**config.mk**
```make
export PLATFORM = sky130hd
export DESIGN_NAME = subpel_row_filter_flat
export DESIGN_NICKNAME = d
export VERILOG_FILES = /design/src/rtl/subpel_row_filter_pkg.sv /design/src/rtl/subpel_row_filter_if.sv /design/src/rtl/subpel_row_filter_taps.sv /design/src/rtl/subpel_row_filter.sv /design/src/flat_wrapper.sv
export SDC_FILE = /design/constraint.sdc
export NUM_CORES = 1
export LEC_CHECK = 0
export CORE_UTILIZATION = 50
export DETAILED_ROUTE_END_ITERATION = 10
export GPL_TIMING_DRIVEN = 0
export PLACE_DENSITY = 0.67
export SYNTH_ARGS = -nofsm -noshare
export SYNTH_HDL_FRONTEND = slang
export SYNTH_SLANG_ARGS = --single-unit
```
**constraint.sdc**
```tcl
create_clock -name clock -period 12.1 [get_ports clock]
set_input_delay 1.21 -clock clock [delete_from_list [all_inputs] [get_ports clock]]
set_output_delay 1.21 -clock clock [all_outputs]
set_load 0.05 [all_outputs]
```
**src/rtl/subpel_row_filter_pkg.sv**
```systemverilog
// Shared types and constants for the sub-pixel row interpolator.
package interp_pkg;

  typedef enum logic [1:0] {IDLE, FILL, STREAM, FLUSH} state_e;

  localparam int unsigned TAPS = 8;

  // Tap weights for w[0..7]; each set sums to 64.
  localparam int COEF_A [TAPS] = '{-1, 4, -10, 58, 17, -5, 1, 0};
  localparam int COEF_B [TAPS] = '{-1, 4, -11, 40, 40, -11, 4, -1};
  localparam int COEF_C [TAPS] = '{0, 1, -5, 17, 58, -10, 4, -1};

  localparam int ROUND = 32;
  localparam int SHIFT = 6;

  localparam int unsigned S_W    = 3;
  localparam int unsigned S_OUT  = 3;  // shift count from which shifts emit results
  localparam int unsigned S_MAX  = 4;
  localparam int unsigned F_W    = 2;
  localparam int unsigned F_LAST = 3;

endpackage

```
**src/rtl/subpel_row_filter_if.sv**
```systemverilog
// Pixel-in / sub-pixel-out stream bundle; slave is the filter, master is the source/sink.
interface subpel_row_filter_if #(parameter int unsigned PIX_W = 8);
  logic             approx_en;
  logic             in_valid;
  logic             in_ready;
  logic [PIX_W-1:0] in_pix;
  logic             in_last;
  logic             out_valid;
  logic             out_ready;
  logic [PIX_W-1:0] out_a;
  logic [PIX_W-1:0] out_b;
  logic [PIX_W-1:0] out_c;
  logic             out_last;

  modport slave (
    input  approx_en, in_valid, in_pix, in_last, out_ready,
    output in_ready, out_valid, out_a, out_b, out_c, out_last
  );

  modport master (
    output approx_en, in_valid, in_pix, in_last, out_ready,
    input  in_ready, out_valid, out_a, out_b, out_c, out_last
  );
endinterface

```
**src/rtl/subpel_row_filter_taps.sv**
```systemverilog
// Combinational 8-tap quarter/half/three-quarter filters with rounding and clipping.
module subpel_taps
  import interp_pkg::*;
#(
  parameter int unsigned PIX_W = 8
) (
  input  logic [TAPS-1:0][PIX_W-1:0] win,
  output logic [PIX_W-1:0]           a_c,
  output logic [PIX_W-1:0]           b_c,
  output logic [PIX_W-1:0]           c_c
);

  localparam int unsigned ACC_W = PIX_W + 8;
  localparam int          MAXV  = (2 ** PIX_W) - 1;

  logic signed [ACC_W-1:0] acc_a, acc_b, acc_c;

  function automatic logic [PIX_W-1:0] round_clip(input logic signed [ACC_W-1:0] s);
    logic signed [ACC_W-1:0] r;
    r = (s + ACC_W'(ROUND)) >>> SHIFT;
    if (r[ACC_W-1])                  return '0;
    else if (r > ACC_W'(MAXV))       return '1;
    else                             return r[PIX_W-1:0];
  endfunction

  always_comb begin
    acc_a = '0;
    acc_b = '0;
    acc_c = '0;
    for (int i = 0; i < int'(TAPS); i++) begin
      acc_a = acc_a + ACC_W'(COEF_A[i]) * $signed(ACC_W'(win[i]));
      acc_b = acc_b + ACC_W'(COEF_B[i]) * $signed(ACC_W'(win[i]));
      acc_c = acc_c + ACC_W'(COEF_C[i]) * $signed(ACC_W'(win[i]));
    end
  end

  assign a_c = round_clip(acc_a);
  assign b_c = round_clip(acc_b);
  assign c_c = round_clip(acc_c);

endmodule

```
**src/rtl/subpel_row_filter.sv**
```systemverilog
// Streaming 1-D luma sub-pixel interpolator: edge-replicating window, FSM, output register.
module subpel_row_filter
  import interp_pkg::*;
#(
  parameter int unsigned PIX_W      = 8,
  parameter int unsigned APPROX_LSB = 2
) (
  input  logic                clock,
  input  logic                reset_n,
  subpel_row_filter_if.slave  bus,
  output logic                busy
);

  localparam logic [PIX_W-1:0] LSB_MASK = PIX_W'((2 ** APPROX_LSB) - 1);

  state_e                       state_q, state_d;
  logic [TAPS-1:0][PIX_W-1:0]   win_q, win_d;
  logic [S_W-1:0]               s_q, s_d;
  logic [F_W-1:0]               f_q, f_d;
  logic                         approx_q, approx_d;
  logic                         out_valid_q, out_valid_d;
  logic                         out_last_q, out_last_d;
  logic [PIX_W-1:0]             out_a_q, out_a_d, out_b_q, out_b_d, out_c_q, out_c_d;
  logic                         busy_q, busy_d;

  logic             in_ready_c, accept_c, load_c, shift_c, produce_c;
  logic             emits_c, out_free_c, flush_go_c;
  logic [PIX_W-1:0] shift_in_c, tap_a_c, tap_b_c, tap_c_c;

  function automatic logic [PIX_W-1:0] mask_pix(input logic [PIX_W-1:0] p, input logic en);
    return en ? (p & ~LSB_MASK) : p;
  endfunction

  assign emits_c    = (s_q >= S_W'(S_OUT));
  assign out_free_c = !out_valid_q || bus.out_ready;

  // Ready only blocks when the coming shift would have to land in a full output register.
  always_comb begin
    in_ready_c = 1'b0;
    unique case (state_q)
      IDLE:         in_ready_c = 1'b1;
      FILL, STREAM: in_ready_c = emits_c ? out_free_c : 1'b1;
      FLUSH:        in_ready_c = 1'b0;
      default:      in_ready_c = 1'b0;
    endcase
    if (!reset_n) in_ready_c = 1'b0;
  end

  assign accept_c   = bus.in_valid && in_ready_c;
  assign load_c     = accept_c && (state_q == IDLE);
  assign flush_go_c = (state_q == FLUSH) && (!emits_c || out_free_c);
  assign shift_c    = (accept_c && (state_q != IDLE)) || flush_go_c;
  assign produce_c  = shift_c && emits_c;
  assign shift_in_c = flush_go_c ? win_q[TAPS-1] : mask_pix(bus.in_pix, approx_q);

  always_comb begin
    win_d = win_q;
    if (load_c)       win_d = {TAPS{mask_pix(bus.in_pix, bus.approx_en)}};
    else if (shift_c) win_d = {shift_in_c, win_q[TAPS-1:1]};
  end

  // Results are taken from the post-shift window so output n registers with p(n+4).
  subpel_taps #(.PIX_W(PIX_W)) u_taps (
    .win (win_d),
    .a_c (tap_a_c),
    .b_c (tap_b_c),
    .c_c (tap_c_c)
  );

  always_comb begin
    state_d     = state_q;
    s_d         = s_q;
    f_d         = f_q;
    approx_d    = approx_q;
    out_valid_d = out_valid_q;
    out_last_d  = out_last_q;
    out_a_d     = out_a_q;
    out_b_d     = out_b_q;
    out_c_d     = out_c_q;

    if (out_valid_q && bus.out_ready) out_valid_d = 1'b0;

    if (load_c) begin
      s_d      = '0;
      f_d      = '0;
      approx_d = bus.approx_en;
    end else if (shift_c && (s_q != S_W'(S_MAX))) begin
      s_d = s_q + S_W'(1);
    end

    if (flush_go_c) f_d = f_q + F_W'(1);

    if (produce_c) begin
      out_valid_d = 1'b1;
      out_last_d  = (state_q == FLUSH) && (f_q == F_W'(F_LAST));
      out_a_d     = tap_a_c;
      out_b_d     = tap_b_c;
      out_c_d     = tap_c_c;
    end

    unique case (state_q)
      IDLE:   if (accept_c) state_d = bus.in_last ? FLUSH : FILL;
      FILL:   if (accept_c) begin
                if (bus.in_last)              state_d = FLUSH;
                else if (s_d == S_W'(S_OUT))  state_d = STREAM;
              end
      STREAM: if (accept_c && bus.in_last) state_d = FLUSH;
      FLUSH:  if (flush_go_c && (f_q == F_W'(F_LAST))) state_d = IDLE;
      default: state_d = IDLE;
    endcase

    busy_d = (state_d != IDLE);
  end

  always_ff @(posedge clock) begin
    if (!reset_n) begin
      state_q     <= IDLE;
      win_q       <= '0;
      s_q         <= '0;
      f_q         <= '0;
      approx_q    <= 1'b0;
      out_valid_q <= 1'b0;
      out_last_q  <= 1'b0;
      out_a_q     <= '0;
      out_b_q     <= '0;
      out_c_q     <= '0;
      busy_q      <= 1'b0;
    end else begin
      state_q     <= state_d;
      win_q       <= win_d;
      s_q         <= s_d;
      f_q         <= f_d;
      approx_q    <= approx_d;
      out_valid_q <= out_valid_d;
      out_last_q  <= out_last_d;
      out_a_q     <= out_a_d;
      out_b_q     <= out_b_d;
      out_c_q     <= out_c_d;
      busy_q      <= busy_d;
    end
  end

  assign bus.in_ready  = in_ready_c;
  assign bus.out_valid = out_valid_q;
  assign bus.out_last  = out_last_q;
  assign bus.out_a     = out_a_q;
  assign bus.out_b     = out_b_q;
  assign bus.out_c     = out_c_q;
  assign busy          = busy_q;

endmodule

```
**src/flat_wrapper.sv**
```systemverilog
// flat-port wrapper written by rule: the top's interface ports become plain ports
module subpel_row_filter_flat import interp_pkg::*;
#(
  parameter int unsigned PIX_W      = 8,
  parameter int unsigned APPROX_LSB = 2
)
  (clock, reset_n, busy, bus_approx_en, bus_in_valid, bus_in_pix, bus_in_last, bus_out_ready, bus_in_ready, bus_out_valid, bus_out_a, bus_out_b, bus_out_c, bus_out_last);
  subpel_row_filter_if #(.PIX_W(PIX_W)) bus_i ();
  input  logic clock;
  input  logic reset_n;
  output logic busy;
  input wire logic [$bits(bus_i.approx_en)-1:0] bus_approx_en;
  input wire logic [$bits(bus_i.in_valid)-1:0] bus_in_valid;
  input wire logic [$bits(bus_i.in_pix)-1:0] bus_in_pix;
  input wire logic [$bits(bus_i.in_last)-1:0] bus_in_last;
  input wire logic [$bits(bus_i.out_ready)-1:0] bus_out_ready;
  output wire logic [$bits(bus_i.in_ready)-1:0] bus_in_ready;
  output wire logic [$bits(bus_i.out_valid)-1:0] bus_out_valid;
  output wire logic [$bits(bus_i.out_a)-1:0] bus_out_a;
  output wire logic [$bits(bus_i.out_b)-1:0] bus_out_b;
  output wire logic [$bits(bus_i.out_c)-1:0] bus_out_c;
  output wire logic [$bits(bus_i.out_last)-1:0] bus_out_last;
  assign bus_i.approx_en = bus_approx_en;
  assign bus_i.in_valid = bus_in_valid;
  assign bus_i.in_pix = bus_in_pix;
  assign bus_i.in_last = bus_in_last;
  assign bus_i.out_ready = bus_out_ready;
  assign bus_in_ready = bus_i.in_ready;
  assign bus_out_valid = bus_i.out_valid;
  assign bus_out_a = bus_i.out_a;
  assign bus_out_b = bus_i.out_b;
  assign bus_out_c = bus_i.out_c;
  assign bus_out_last = bus_i.out_last;
  subpel_row_filter #(.PIX_W(PIX_W), .APPROX_LSB(APPROX_LSB)) u_core (.clock(clock), .reset_n(reset_n), .bus(bus_i), .busy(busy));
endmodule
```
==> metrics.md, run 1 <==
| Metric | Value |
|---|---|
| Status | finished clean |
| Most frequent cells in the layout | 451 x inv_1, 301 x ha_1, 247 x fa_1 |
| TritonCTS clock tree | yes |
| Filler instances | 3138 |
| Final Slew Violations | 0 |
| Synth top area cells | fa_1 28%, ha_1 22%, dfxtp_1 11% |
| Die ar. | 35500 um^2 |
| Period utilisation layout | 97.7% |
| Maximum clock path buffer count | 2 |
| WP data arrival | 12.15 ns |
| # hold bufs at CTS | 0 |
| Main synth FF type | dfxtp_1 |
| DRC | 0 |
| Vias in the first global route | 13500 |
| Insertion delay to the later sink of the worst-skew pair | 0.40 ns |
| Dpl hpwl | 45900 um |
| Tot GR Track Use | 31.1% |
| Synth top area share | 28.4% |
| Vias | 13500 |
| CTS root buffer | clkbuf_16 |
| Clk_skew | 0.0197 ns |
| Endpoint class of the critical path | register |
| Die X | 188 um |
| Nets | 2545 |
| Crit Path Max Fanout | 10 |
| Clock-pin slew on the worst setup and hold paths | 0.08 ns |
| Antenna viol nets, final | 0 |
| Hold Crit Class | register to register |
| Gate Count Post-Synth | 1929 |
| Core Box Area | 33900 um^2 |
| Avg Cell Area, Syn | 9.01 um^2 |
| Netlist cell types | 84 |
| H-tree lvl count | 3 |
| CTS buffer count | 9 |
| Endpoints failing setup | 0 |
| Slew at the pin closest to its max-slew limit | 1.37 ns |
| First-pass GRT wire length | 81200 um |
| Detailed Route Iter0 Violations | 1100 |
| I/O Buffers | 40 |
| Area grow syn2layout | 8.19% |
| Kind of start point of the critical path | primary input |
| Most common cell after layout, fill and taps aside | inv_1 |
| Slew HR | 8.08% |
| Syn_nets | 2491 |
| Initial antenna violation count | 0 |
| Clock sinks | 99 |
| Max incr delay on CP | 0.57 ns |
| R2R depth | 34 |
| Post-layout utilization of the core | 55.5% |
| Final min period | 11.82 ns |
| CP Class | primary input to register |
| Max-cap viol count | 0 |
| CP top delay family | adder cells |
| RSZ-0062 raised after global routing | false |
| Gpl congestion | 0.987 |
| I/O Pins | 42 |
| DRT Wirelength | 53600 um |
| Largest net degree at the start of global routing | 21 |
| Yosys top cell by area | fa_1 |
| Critical-path top delay cell | a31oi_2 |
| Worst path most repeated cell | fa_1 |
| Vias per inst | 5.54 |
| Buf+Inv Stages, Crit Path | 6 |
| Seq cells post-synth | 99 |
| WP depth | 33 |
| Hold path depth | 2 |
| Die Ht | 188 um |
| Grt ovf | 0 |
| Ys Warns | 0 |
| Mapped cell area | 17400 um^2 |
| Row Count | 67 |
| Layout cells sized above 1 | 3.97% |
| DR pass1 iterations | 6 |
| CP required | 12.43 ns |
| Register area share after synthesis | 11.4% |
| Fin. Hold Viols | 0 |
| Fmax | 84.6 MHz |
| Routed wire per std cell | 22.0 um |
| Post-synth ARST share | 0% |
| Post-synth EDFFs | 0 |
| Starting Density | 51.3% |
-- worst register-to-register path, delay by kind of cell, from the launching register on --
family / cells / cell delay (ns)
AO/OA/AOI/OAI: 8 / 2.37
flip-flops: 1 / 0.44
multiplexers: 1 / 0.46
AND/OR/NAND/NOR: 7 / 1.56
adder cells (fa/ha/maj): 11 / 4.75
XOR/XNOR: 1 / 0.19
buffers and inverters: 6 / 1.55
-- metal layers --
layer / track usage, % / vias to the layer above / part of all wire (%)
met4: 15.8 / 0 / 5.6
met2: 49.6 / 417 / 46
li1: - / 6287 / -
met1: 40.6 / 6689 / 42
met3: 5.36 / 113 / 6.0
met5: 0 / - / 0
-- registers in the layout, summed over array words and instances (netlist names) --
register,count
u_core.bus.out_valid,1
u_core.bus.out_a,8
u_core.bus.out_c,8
u_core.f_q,2
u_core.state_q,2
u_core.s_q,3
u_core.approx_q,1
u_core.bus.out_b,8
u_core.busy,1
u_core.win_q,64
u_core.bus.out_last,1
-- path summary, 6_finish.rpt --
path | to | from | slack, ns
max | u_core.bus.out_c[0]$_SDFFE_PN0P_ | bus_in_valid | 0.28
max reg2reg | u_core.bus.out_c[0]$_SDFFE_PN0P_ | u_core.state_q[0]$_SDFF_PN0_ | 0.69
min reg2reg | u_core.bus.out_last$_SDFFE_PN0P_ | u_core.bus.out_last$_SDFFE_PN0P_ | 0.46
min | u_core.bus.out_last$_SDFFE_PN0P_ | u_core.bus.out_last$_SDFFE_PN0P_ | 0.46
-- Yosys cell counts (3+ instances only) --
cell type  count
ha_1         301
nand2_1      164
nand4bb_1      4
a31o_2         7
buf_2          3
inv_1        451
mux2i_1       10
a311oi_1       6
a211oi_1      10
nand4_1        4
clkbuf_1      28
nand3_1       10
fa_1         247
nor3b_1        8
o21ai_0       29
o211ai_1       6
xnor2_1       70
xor2_1        34
o21bai_1      22
buf_1          5
nor2_1       117
or3_1          4
a211o_1        3
a21o_1        22
dfxtp_1       99
o31ai_1       12
a21oi_1       69
and2_1        16
a221oi_1       3
nand2b_1      11
nor3_1        20
nor2b_1       15
a31oi_1       50
o2111ai_1      4
a221o_1        5
o21a_1         3
-- cell type report --
type	count	area (um^2)	share of cell area (%)
Antenna cell	1	2.50	0.0133
Buffer	39	176	0.938
Clock buffer	9	225	1.20
Clock inverter	7	78.8	0.419
Inverter	451	1690	9.00
Multi-Input combinational cell	1340	13700	72.7
Sequential cell	99	1980	10.5
Tap cell	448	561	2.98
Timing Repair Buffer	43	424	2.26
-- logic make-up (layout without fill, tap and decap cells) --
| group | after synthesis | after routing | synth area share, % |
|---|---|---|---|
| mux | 12 | 12 | 0.770 |
| buf+inv | 490 | 549 | 10.7 |
| other cells | 0 | 1 | 0 |
| compound gates | 281 | 281 | 11.2 |
| simple gates | 393 | 393 | 10.3 |
| flops | 99 | 99 | 11.4 |
| fa+ha+maj | 548 | 548 | 50.1 |
| xor+xnor | 106 | 106 | 5.50 |
-- metrics by stage --
stage	hold WS [ns]	area (um^2)	setup TNS [ns]	std cells	setup slack (ns)
3_3_place_gp	0.435	18300	-15.14	2417	-1.12
4_1_cts	0.456	18700	0	2435	0.0235
3_5_place_dp	0.439	18400	-18.23	2419	-1.24
2_1_floorplan	0.436	17400	0	1929	2.03
6_report	0.456	18800	0	2437	0.280
5_1_grt	0.478	18800	0	2436	0.0345
-- repair_timing --
item                                    CTS  global route
gates resized for setup                   8            21
setup buffers                             0             0
endpoints found under the setup margin   24            24
Power of run 1 is not shown: default switching activity piles up to over one toggle a cycle in this logic, so the estimate is an artifact.
==> run 2, diff against run 1 <==
--- a/constraint.sdc
+++ b/constraint.sdc
@@ -3,2 +3,2 @@
 set_output_delay 1.21 -clock clock [all_outputs]
-set_load 0.05 [all_outputs]
+set_load 0.1 [all_outputs]
==> results of run 2 <==
Final layout, timing and power as in run 1 (identical DEF).
Power of run 2 is left out for the same reason.
==> run 3, diff against run 2 <==
Settings changed: CTS_BUF_LIST set to sky130_fd_sc_hd__clkbuf_4.
==> metrics.md, run 3 (same netlist as run 1, synthesis figures left out) <==
| Metric | Value |
|---|---|
| Detailed Route Iter0 Violations | 1038 (-5.6%) |
| Post-CTS setup buffer count | 0 (unchanged) |
| TritonCTS clock tree | yes |
| CTS root buffer | clkbuf_4 |
| Insertion delay to the later sink of the worst-skew pair | 0.58 ns (+0.18 ns) |
| DRT Wirelength | 53500 um (-0.19%) |
| Most frequent cells in the layout | 451 x inv_1, 301 x ha_1, 247 x fa_1 |
| Worst hold slack | 0.465 ns (+0.00913 ns) |
| First-pass GRT wire length | 81300 um (+0.10%) |
| Vias per inst | 5.53 (-0.27%) |
| WP data arrival | 12.29 ns (+0.14 ns) |
| RSZ-0062 raised after global routing | false |
| Area grow syn2layout | 7.03% |
| Die X | 188 um (unchanged) |
| CP required | 12.61 ns (+0.18 ns) |
| Kind of start point of the critical path | primary input |
| CTS buffer count | 9 (unchanged) |
| Nets | 2544 (-0.039%) |
| Clock sinks | 99 (unchanged) |
| DRC | 0 (unchanged) |
| Core Box Area | 33900 um^2 (unchanged) |
| Most common cell after layout, fill and taps aside | inv_1 |
| Endpoint class of the critical path | register |
| Dpl hpwl | 45900 um (unchanged) |
| Slew HR | 8.77% (+0.69 points) |
| Die Ht | 188 um (unchanged) |
| Grt ovf | 0 (unchanged) |
| Routed wire per std cell | 21.9 um (-0.19%) |
| Max incr delay on CP | 1.01 ns (+0.44 ns) |
| Slew at the pin closest to its max-slew limit | 1.36 ns (-0.0102 ns) |
| Layout cells sized above 1 | 3.52% (-0.45 points) |
| Largest register by flop count | u_core.win_q |
| Final min period | 11.78 ns (-0.0372 ns) |
| Endpoints failing setup | 0 (unchanged) |
| I/O Buffers | 40 (unchanged) |
| Post-place instance area | 18400 um^2 (unchanged) |
| DR pass1 iterations | 6 (unchanged) |
| Status | finished clean |
| Clock-pin slew on the worst setup and hold paths | 0.18 ns (+0.10 ns) |
| Critical-path top delay cell | a31oi_1 |
| I/O Pins | 42 (unchanged) |
| Period utilisation layout | 97.4% (-0.31 points) |
| Max reg flops | 64 (unchanged) |
| Starting Density | 51.3% (unchanged) |
| Gpl congestion | 0.987 (unchanged) |
| Max-cap viol count | 0 (unchanged) |
| H-tree lvl count | 3 (unchanged) |
| Finished Cell Area | 18600 um^2 (-1.1%) |
| Worst path most repeated cell | fa_1 |
| Initial antenna violation count | 2 (+2) |
| Clk_skew | 0.0361 ns (+0.0164 ns) |
| CP Class | primary input to register |
| Final Slew Violations | 0 (unchanged) |
| Vias in the first global route | 13500 (-0.081%) |
| Vias | 13500 (-0.27%) |
| Row Count | 67 (unchanged) |
| Maximum clock path buffer count | 2 (unchanged) |
| Fin. Hold Viols | 0 (unchanged) |
| Tot GR Track Use | 31.1% (-0.080 points) |
| Crit Path Max Fanout | 10 (unchanged) |
| Die ar. | 35500 um^2 (unchanged) |
| Fmax | 84.9 MHz (+0.32%) |
| Largest net degree at the start of global routing | 21 (unchanged) |
| Hold Crit Class | register to register |
| Antenna viol nets, final | 0 (unchanged) |
run 3: worst paths after layout:
kind | startpoint | to | slack [ns] | cells past startpoint
worst min register to register | u_core.bus.out_a[6]$_SDFFE_PN0P_ | u_core.bus.out_a[6]$_SDFFE_PN0P_ | 0.46 | 2
worst max register to register | u_core.state_q[0]$_SDFF_PN0_ | u_core.bus.out_c[0]$_SDFFE_PN0P_ | 0.48 | 34
worst max-delay path | bus_out_ready | u_core.bus.out_c[0]$_SDFFE_PN0P_ | 0.32 | 31
worst min-delay path | u_core.bus.out_a[6]$_SDFFE_PN0P_ | u_core.bus.out_a[6]$_SDFFE_PN0P_ | 0.46 | 2
run 3: worst max-delay path: cells and delay by family:
kind / cells / cell delay, ns
simple gates: 5 / 1.44
fa+ha+maj: 10 / 4.48
xor+xnor: 1 / 0.26
compound gates: 7 / 2.59
buf+inv: 7 / 1.80
mux: 1 / 0.46
run 3: final cells by class:
type	instances	area [um^2]
diodes	2	5.00
multi-input cells	1340	13600
flip-flops and latches	99	1980
plain buffers	38	166
inverters	451	1690
clock buffers	9	67.6
clock inverters	7	78.8
fillers	3167	15300
well taps	448	561
repair buffers	43	424
run 3: what timing repair did:
item | 4_1_cts | 5_1_grt
hold buffers | 0 | 0
gates resized for setup | 7 | 10
endpoints found under the hold margin | 0 | 0
endpoints found under the setup margin | 17 | 16
run 3: metal layers:
layer	up-vias	GRT usage, %	share of wire (%)
met5	-	0	0
met4	0	13.4	4.7
met3	89	4.17	5.8
met2	426	50.3	47
met1	6672	41.5	43
li1	6282	-	-
run 3: through the flow:
| stage | utilization (%) | worst slack, ns | setup TNS (ns) | instances |
|---|---|---|---|---|
| 3_5_place_dp | 54.3 | -1.24 | -18.23 | 2419 |
| 5_1_grt | 54.9 | 0.0773 | 0 | 2437 |
| 6_report | 54.9 | 0.318 | 0 | 2437 |
| 4_1_cts | 54.8 | 0.0930 | 0 | 2435 |
| 3_3_place_gp | 54.2 | -1.12 | -15.14 | 2417 |
| 2_1_floorplan | - | 2.03 | 0 | 1929 |
Power of run 3 is left out for the same reason.
